==> src/rtl/fetch_pkg.sv <==
// Shared types and constants for the instruction-fetch front end.
package fetch_pkg;

    localparam logic [31:0] RESET_PC_DEFAULT = 32'h1eceb000;

    typedef struct packed {
        logic [31:0] pc;
        logic [31:0] inst;
    } fetch_entry_t;

    typedef enum logic [1:0] {
        StIdle,
        StReq,
        StReqDrop
    } fetch_state_t;

    // Fetch addresses are always word aligned; low bits of a target are dropped.
    function automatic logic [31:0] align_pc(input logic [31:0] pc);
        return {pc[31:2], 2'b00};
    endfunction

endpackage

==> src/rtl/fetch_fifo.sv <==
// Circular FIFO of fetched {pc, inst} entries. Flush wins over push and pop.
module fetch_fifo
    import fetch_pkg::*;
#(
    parameter int unsigned Depth = 4,
    localparam int unsigned PtrW = $clog2(Depth),
    localparam int unsigned CntW = $clog2(Depth + 1)
) (
    input  logic              clk_i,
    input  logic              rst_ni,
    input  logic              flush_i,
    input  logic              push_i,
    input  fetch_entry_t      wdata_i,
    input  logic              pop_i,
    output fetch_entry_t      head_o,
    output logic              full_o,
    output logic              empty_o,
    output logic [CntW-1:0]   count_o
);

    fetch_entry_t    mem_q [Depth];
    logic [PtrW-1:0] rd_ptr_q;
    logic [PtrW-1:0] wr_ptr_q;
    logic [CntW-1:0] count_q;
    logic            do_push;
    logic            do_pop;

    assign empty_o = (count_q == '0);
    assign full_o  = (count_q == CntW'(Depth));
    assign count_o = count_q;
    assign head_o  = mem_q[rd_ptr_q];

    // A push into a full queue is legal only when the head leaves in the same cycle.
    assign do_pop  = pop_i && !empty_o && !flush_i;
    assign do_push = push_i && (!full_o || do_pop) && !flush_i;

    // Pointer and occupancy update; flush empties the queue in one cycle.
    always_ff @(posedge clk_i) begin
        if (!rst_ni || flush_i) begin
            rd_ptr_q <= '0;
            wr_ptr_q <= '0;
            count_q  <= '0;
        end else begin
            if (do_push) begin
                wr_ptr_q <= wr_ptr_q + PtrW'(1);
            end
            if (do_pop) begin
                rd_ptr_q <= rd_ptr_q + PtrW'(1);
            end
            count_q <= count_q + CntW'(do_push) - CntW'(do_pop);
        end
    end

    // Storage has no reset; only entries below count_q are ever observed.
    always_ff @(posedge clk_i) begin
        if (do_push) begin
            mem_q[wr_ptr_q] <= wdata_i;
        end
    end

endmodule

==> src/rtl/fetch_queue.sv <==
// Instruction-fetch front end: one outstanding imem read, FIFO of fetched words,
// redirect flush. Define FETCH_BYPASS_EN to forward a response straight to out_*
// when the FIFO is empty.
module fetch_queue
    import fetch_pkg::*;
#(
    parameter int unsigned DEPTH    = 4,
    parameter logic [31:0] RESET_PC = RESET_PC_DEFAULT
) (
    input  logic        clk,
    input  logic        rst,
    output logic [31:0] imem_addr,
    output logic [3:0]  imem_rmask,
    input  logic [31:0] imem_rdata,
    input  logic        imem_resp,
    input  logic        redirect_valid,
    input  logic [31:0] redirect_pc,
    output logic        out_valid,
    input  logic        out_ready,
    output logic [31:0] out_inst,
    output logic [31:0] out_pc
);

    localparam int unsigned CntW = $clog2(DEPTH + 1);

    fetch_state_t    state_q;
    logic [31:0]     fetch_pc_q;
    logic [31:0]     addr_q;
    logic [3:0]      rmask_q;

    fetch_entry_t    head;
    fetch_entry_t    push_entry;
    logic            fifo_full;
    logic            fifo_empty;
    logic [CntW-1:0] fifo_count;

    logic            resp_take;
    logic            bypass;
    logic            push;
    logic            fifo_pop;
    logic            idle_slot;
    logic            resp_slot;
    logic [31:0]     redirect_pc_al;
    logic [31:0]     fetch_pc_inc;

    assign redirect_pc_al = align_pc(redirect_pc);
    assign fetch_pc_inc   = fetch_pc_q + 32'd4;

    // A response is kept only in REQ and only when no redirect races it.
    assign resp_take = (state_q == StReq) && imem_resp && !redirect_valid;

`ifdef FETCH_BYPASS_EN
    assign bypass = resp_take && fifo_empty;
`else
    assign bypass = 1'b0;
`endif

    assign fifo_pop   = !fifo_empty && out_ready;
    assign push       = resp_take && !(bypass && out_ready);
    assign push_entry = '{pc: fetch_pc_q, inst: imem_rdata};

    // No push happens in IDLE, so a slot exists unless full with no pop.
    assign idle_slot = !fifo_full || fifo_pop;
    // Occupancy after this cycle's push and pop must leave room for the next response.
    assign resp_slot = (fifo_count + CntW'(push) - CntW'(fifo_pop)) < CntW'(DEPTH);

    fetch_fifo #(
        .Depth (DEPTH)
    ) u_fifo (
        .clk_i   (clk),
        .rst_ni  (rst),
        .flush_i (redirect_valid),
        .push_i  (push),
        .wdata_i (push_entry),
        .pop_i   (fifo_pop),
        .head_o  (head),
        .full_o  (fifo_full),
        .empty_o (fifo_empty),
        .count_o (fifo_count)
    );

    // Fetch control: request issue, response acceptance and redirect handling.
    always_ff @(posedge clk) begin
        if (!rst) begin
            state_q    <= StIdle;
            fetch_pc_q <= RESET_PC;
            addr_q     <= RESET_PC;
            rmask_q    <= 4'h0;
        end else begin
            case (state_q)
                StIdle: begin
                    if (redirect_valid) begin
                        fetch_pc_q <= redirect_pc_al;
                        addr_q     <= redirect_pc_al;
                        rmask_q    <= 4'hF;
                        state_q    <= StReq;
                    end else if (idle_slot) begin
                        addr_q  <= fetch_pc_q;
                        rmask_q <= 4'hF;
                        state_q <= StReq;
                    end
                end
                StReq: begin
                    if (redirect_valid) begin
                        fetch_pc_q <= redirect_pc_al;
                        if (imem_resp) begin
                            // Request already completed; restart immediately.
                            addr_q <= redirect_pc_al;
                        end else begin
                            // Request cannot be retracted; wait and discard its data.
                            state_q <= StReqDrop;
                        end
                    end else if (imem_resp) begin
                        fetch_pc_q <= fetch_pc_inc;
                        if (resp_slot) begin
                            addr_q <= fetch_pc_inc;
                        end else begin
                            rmask_q <= 4'h0;
                            state_q <= StIdle;
                        end
                    end
                end
                StReqDrop: begin
                    if (redirect_valid) begin
                        fetch_pc_q <= redirect_pc_al;
                    end
                    // FIFO was flushed on entry and nothing pushed since, so a slot exists.
                    if (imem_resp) begin
                        addr_q  <= redirect_valid ? redirect_pc_al : fetch_pc_q;
                        state_q <= StReq;
                    end
                end
                default: begin
                    state_q <= StIdle;
                    rmask_q <= 4'h0;
                end
            endcase
        end
    end

    assign imem_addr  = addr_q;
    assign imem_rmask = rmask_q;

    // Output mux: FIFO head first, otherwise the bypassed response if enabled.
    always_comb begin
        out_valid = 1'b0;
        out_pc    = '0;
        out_inst  = '0;
        if (!fifo_empty) begin
            out_valid = 1'b1;
            out_pc    = head.pc;
            out_inst  = head.inst;
        end else if (bypass) begin
            out_valid = 1'b1;
            out_pc    = fetch_pc_q;
            out_inst  = imem_rdata;
        end
    end

endmodule

==> config.mk <==
export PLATFORM = sky130hd
export DESIGN_NAME = fetch_queue
export DESIGN_NICKNAME = d
export VERILOG_FILES = /design/src/rtl/fetch_pkg.sv /design/src/rtl/fetch_fifo.sv /design/src/rtl/fetch_queue.sv
export SDC_FILE = /design/constraint.sdc
export NUM_CORES = 1
export LEC_CHECK = 0
export CORE_MARGIN = 10
export CORE_UTILIZATION = 33
export CTS_CLUSTER_SIZE = 24
export DETAILED_ROUTE_END_ITERATION = 6
export SLEW_MARGIN = 20
export SYNTH_ARGS = -nofsm -noshare
export SYNTH_HDL_FRONTEND = slang
export SYNTH_SLANG_ARGS = --single-unit
==> constraint.sdc <==
create_clock -name clk -period 5.1 [get_ports clk]
set_input_delay 1.53 -clock clk [delete_from_list [all_inputs] [get_ports clk]]
set_output_delay 1.53 -clock clk [all_outputs]
set_load 0.02 [all_outputs]
# After elaboration in Yosys (flattened, before gate mapping)
# Memory sizes are Yosys's and may differ from the RTL's. A register that Yosys moved wholly into a read port is not among the register bits.
# Cells that the tools add are included.
# W data, S select, Z words.
[classes]
n_addsub = 7
order_cmp = 1
n_eq_ne = 12
muxes = 33
n_bitwise = 1
reduce_logical = 23
[op_table]
columns = ["op", "count"]
rows = [
  ["$mux W32", 12],
  ["$pmux W32 S3", 1],
  ["$pmux W32 S2", 1],
  ["$add A32 B3 Y32 const B", 1],
  ["$mux W4", 5],
  ["$mux W2", 9],
  ["$ne A3 B3 Y1 const B", 5],
  ["$reduce_and A5 Y1", 3],
  ["$pmux W4 S3", 1],
  ["$ne A2 B2 Y1 const B", 4],
  ["$logic_and A1 B1 Y1", 7],
  ["$add A3 B1 Y3", 2],
  ["$pmux W2 S3", 1],
  ["$sub A3 B1 Y3", 2],
  ["$add A2 B1 Y2 const B", 2],
  ["$logic_not A1 Y1", 4],
  ["$eq A3 B3 Y1 const B", 1],
  ["$logic_not A3 Y1", 1],
  ["$logic_or A1 B1 Y1", 3],
  ["$lt A3 B3 Y1 const B", 1],
  ["$mux W1", 3],
  ["$reduce_bool A3 Y1", 1],
  ["$eq A2 B1 Y1 const B", 1],
  ["$eq A2 B2 Y1 const B", 1],
  ["5 further kinds", 5],
]
[totals]
reg_bits = 77
ramBits = 256
in_bits = 69
out_inout_bits = 101
elab_cells = 85
mem_count = 1
[mem_list]
columns = ["memory", "depth", "width", "read_ports", "rd_ports_with_merged_regs", "wr", "line_no", "text"]
rows = [
  ["u_fifo.mem_q", 4, 64, 1, 1, 1, "fetch_fifo.sv:21", "fetch_entry_t mem_q [Depth];"],
]

# Depth between registers and ports, before layout
[depth]
word_depth = 10
mapped_depth = 12
depth_no_buf = 10

# By module
# Synthesis repeated with hierarchy kept, for this count alone.
[unflattened]
hier_cells = 1028
area_unflattened_um2 = 14574.0
[modules_own_cells]
columns = ["mod", "n_inst", "cells_each", "area_per_inst_um2", "seq_area_each_um2"]
rows = [
  ["fetch_fifo", 1, 387, 9705.6, 7867.5],
  ["fetch_queue", 1, 641, 4868.4, 1341.3],
]

# Least setup slack after synthesis
# OpenSTA, ideal clock, no wires.
[synth_path]
path_type = "input -> register"
startpoint = "in imem_resp"
endpoint = "mem u_fifo.mem_q[0][0] in the netlist's numbering, enable pin"
setup_time_ns = 0.429
t_arrival_ns = 3.655
required_time_ns = 4.671
setup_slack_ns = 1.016
path_stages = 4
path_buffers = 1
cell_sequence = "nor2b_1 and3_1 clkbuf_1 and2_1"
[synth_via]
elab_chain_len = 6
[synth_rtl]
columns = ["element", "line_no", "text"]
rows = [
  ["from (decl)", "fetch_queue.sv:15", "input logic imem_resp,"],
  ["$logic_and A1 B1 Y1 (2 in series)", "fetch_queue.sv:50", "assign resp_take = (state_q == StReq) && imem_resp && !redirect_valid;"],
  ["$logic_and A1 B1 Y1 (2 in series)", "fetch_fifo.sv:35", "assign do_push = push_i && (!full_o || do_pop) && !flush_i;"],
  ["$mux W1", "fetch_fifo.sv:56", "if (do_push) begin"],
  ["$mux W1 (implied by the code)", "fetch_fifo.sv:57", "mem_q[wr_ptr_q] <= wdata_i;"],
  ["to (decl)", "fetch_fifo.sv:21", ""],
]
# Every way passes these cells.

==> flow_results.org <==
** Route
- For this block, the via count after detailed routing is 10100.
- Detailed Route WL :: 40700 µm
- DRC violation total after the first TritonRoute iteration :: 1065
- Antenna Nets Post-Route :: 0
- For this run, design rule violations remaining after detail routing come to 0.
- After detailed routing, the average wire length per cell comes to 21.7 µm.
- Vias per std cell :: 5.40
- Number of optimization iterations in the first detailed-route pass :: 6

** Placement
- The number of placed instances, taps included, is 1811.
- The congestion estimate from routability-driven global placement came to 0.907.
- Port buffering added 167 buffers.
- Total half-perimeter wirelength after legalization and detailed placement :: 26900 µm
- Before CTS, the worst setup slack after placement is 0.908 ns.

** Power
- Across the VDD grid, the largest voltage drop is 0.000178 V.
- Lkg Pwr :: 5.97 nW
- Areal power density over the cells :: 350 nW/µm²

** Worst setup path
- Type of element capturing the critical path :: output pin
- At the worst endpoint, the arrival time is 2.82 ns.
- The setup path with the least slack is of type reg2out.
- For the worst setup path, the data required time is 3.57 ns.
- The worst setup path is launched from a register.
- In this run the worst path has a maximum fanout of 21.

** Run
- Across the run, the number of max-cap violations was 0.

** Cells and area
- Once layout is complete, the cells apart from fillers number 1878.
- Signed area change from the synthesized netlist to the final layout :: 24.7%
- The post-route netlist has 13.5% of its cells at a drive strength greater than 1.
- The library cell used most frequently in the layout, excluding fill and tap cells, is sky130_fd_sc_hd__edfxtp_1.
- Antenna cells :: 0
- At the end of the flow, the number of nets in the layout was 1337.
- The layout has 4115 filler cells.
- Leaving out fill and tap cells, the most frequent cells in the layout are sky130_fd_sc_hd__edfxtp_1 (256), sky130_fd_sc_hd__clkdlybuf4s50_1 (165), sky130_fd_sc_hd__dfxtp_1 (74).

** CTS
- Counting every sink on the clock net gives 332.
- Number of buffers added by the clock tree synthesis step :: 37
- Post-CTS clock slew at the launch and capture registers of the worst setup and hold paths :: 0.06 ns
- Clock tree root driver cell :: sky130_fd_sc_hd__clkbuf_16
- The H-tree was split into 2 levels.
- Buffers inserted to repair hold after CTS numbered 0.
- Buffers added to address setup during post-CTS repair amount to 0.
- TritonCTS clock tree :: done
- Number of gates given a new drive strength after cts :: 0
- Skew-Pair Late Insertion Delay :: 0.55 ns
- The clock passes through at most 3 buffers.

** Floorplanning
- Measured along the x axis, the die boundary spans 232 µm.
- Effective utilization at floorplan :: 33.5%
- During I/O placement, the number of pins put on the boundary was 170.
- The initialized floorplan defines 77 standard-cell rows.
- The die covers 53900 µm².
- Core Box Area :: 44300 µm²
- Vertical extent of the die :: 232 µm

** Timing
- After routing, the total negative slack on setup checks comes to 0 ns.
- Setup repair after global routing left no endpoint under its margin.
- The number of slew-limit violations in the final report is 0.
- Worst slew slack as a fraction of its limit :: 29.1%
- After layout, the worst setup slack is 0.748 ns.
- Count of final setup violators :: 0
- Post-route fraction of the period consumed by the critical path :: 85.3%
- The count of endpoints failing hold in the final timing report was 0.
- Derived from the worst setup path, the maximum achievable clock frequency is 0.230 GHz.
- At the pin with the least slew margin, the transition time is 1.06 ns.
- Worst clock skew on the final layout :: 0.0298 ns
- The worst path in the final design needs a cycle of 4.35 ns, including I/O delays and setup.

** Logic synthesis
- Number of different library cells in the post-synthesis netlist :: 72
- Of the synthesized area, sequential elements account for 62.0%.
- Post-Synthesis Cells :: 1115
- Counting flops with an async set or reset pin after synthesis yields a share of 0%.
- Count of flip-flops with a built-in enable after synthesis :: 256
- Synth Cell Area :: 14900 µm²
- During synthesis, Yosys emitted a total of 0 warnings.
- Counting every net in the synthesized netlist gives 1194.
- Of the post-synthesis cell area, the dominant cell type holds 51.7%.
- Mean Syn Cell Area :: 13.3 µm²
- Of all cell types, the one taking the most synthesized area is sky130_fd_sc_hd__edfxtp_1.
- The most used flip-flop cell after synthesis is sky130_fd_sc_hd__edfxtp_1.
- Ranked by total cell area, the synthesized netlist is headed by sky130_fd_sc_hd__edfxtp_1 (52%), sky130_fd_sc_hd__dfxtp_1 (10%), sky130_fd_sc_hd__mux4_2 (9.7%).
- Number of synthesized register bits :: 332

** GRT
- The first global-routing pass estimated 62300 µm of wire.
- GRT Overall Usage :: 14.9%
- Vias in the first global route :: 10000
- GRT overflow :: 0
- Number of antenna violations at the first check in global routing :: 0
- Entering global routing, the biggest net connects 65 pins.

** Hold path
- Worst hold-check path type :: reg2reg

** Status
- Result of the run :: finished, final reports clean
cell type report:
type	instances	area, µm²	share of cell area, %
clock inverters	21	267	1.44
flip-flops and latches	332	9210	49.7
repair buffers	198	2030	11.0
clock buffers	46	1000	5.40
multi-input cells	673	5210	28.1
inverters	16	60.1	0.324
well taps	592	741	4.00
flip-flops by register name, summed over array words and instances, names as in the netlist, named ones only:
register	flops
u_fifo.wr_ptr_q	2
u_fifo.mem_q	256
u_fifo.rd_ptr_q	2
u_fifo.count_o	3
state_q	2
imem_addr	32
imem_rmask	1
fetch_pc_q	32
critical path: stages (launching register included):
cell and delay, ns:
sky130_fd_sc_hd__dfxtp_4 0.63, sky130_fd_sc_hd__buf_4 0.35, sky130_fd_sc_hd__mux4_2 0.56, sky130_fd_sc_hd__and2_1 0.18
sky130_fd_sc_hd__clkdlybuf4s50_1 0.54
metal layers:
| metal | global-route usage [%] | share of wire (%) | wire length, µm |
|---|---|---|---|
| met4 | 4.64 | 2.7 | 1090 |
| met5 | 0 | 0 | 0 |
| met1 | 20.1 | 44 | 18100 |
| met3 | 3.95 | 7.3 | 2970 |
| met2 | 22.9 | 46 | 18600 |
path summary, 6_finish.rpt:
path / start / to / slack (ns) / depth (start not counted)
max: register / out_pc[4] / 0.75 / 4
min: imem_addr[4] / imem_addr[4] / 0.47 / 2
max reg2reg: u_fifo.count_o[1] / imem_addr[19] / 1.81 / 11
min reg2reg: imem_addr[4] / imem_addr[4] / 0.47 / 2
synth_stat cells, types with 15 or more instances:
cell,instances
sky130_fd_sc_hd__dfxtp_1,76
sky130_fd_sc_hd__a21oi_1,41
sky130_fd_sc_hd__clkbuf_1,61
sky130_fd_sc_hd__inv_1,15
sky130_fd_sc_hd__edfxtp_1,256
sky130_fd_sc_hd__nand2_1,62
sky130_fd_sc_hd__o21ai_0,44
sky130_fd_sc_hd__nand3_1,37
sky130_fd_sc_hd__mux4_2,64
sky130_fd_sc_hd__buf_2,24
sky130_fd_sc_hd__nand4_1,30
sky130_fd_sc_hd__nor2_1,71
sky130_fd_sc_hd__and2_1,71
sky130_fd_sc_hd__nor3_1,27
metrics by stage:
stage	cell area, µm²	hold WS [ns]	total power [W]	util, %
3_3_place_gp	17300	0.457	0.00375	38.9
5_1_grt	18500	0.499	0.00673	41.8
6_report	18500	0.472	0.00647	41.8
3_5_place_dp	17300	0.460	0.00376	38.9
4_1_cts	18500	0.475	0.00655	41.8
2_1_floorplan	14900	0.455	0.00347	-
cells by family (layout without fill, tap and decap cells):
| kind of cell | Yosys count | after routing | synth area share, % |
|---|---|---|---|
| DFF | 332 | 332 | 62.0 |
| adders and majority gates | 10 | 10 | 0.893 |
| and+or+nand+nor | 373 | 373 | 13.4 |
| AOI/OAI and AO/OA | 192 | 192 | 8.73 |
| muxes | 77 | 77 | 10.6 |
| xor gates and xnor gates | 21 | 21 | 1.24 |
| buffers and inverters | 110 | 281 | 3.13 |
power by group:
part           internal, W  switching [W]
Sequential         0.00299       0.000105
Combinational     0.000266       0.000351
Clock              0.00170        0.00106
(Power assumes the default switching activity.)
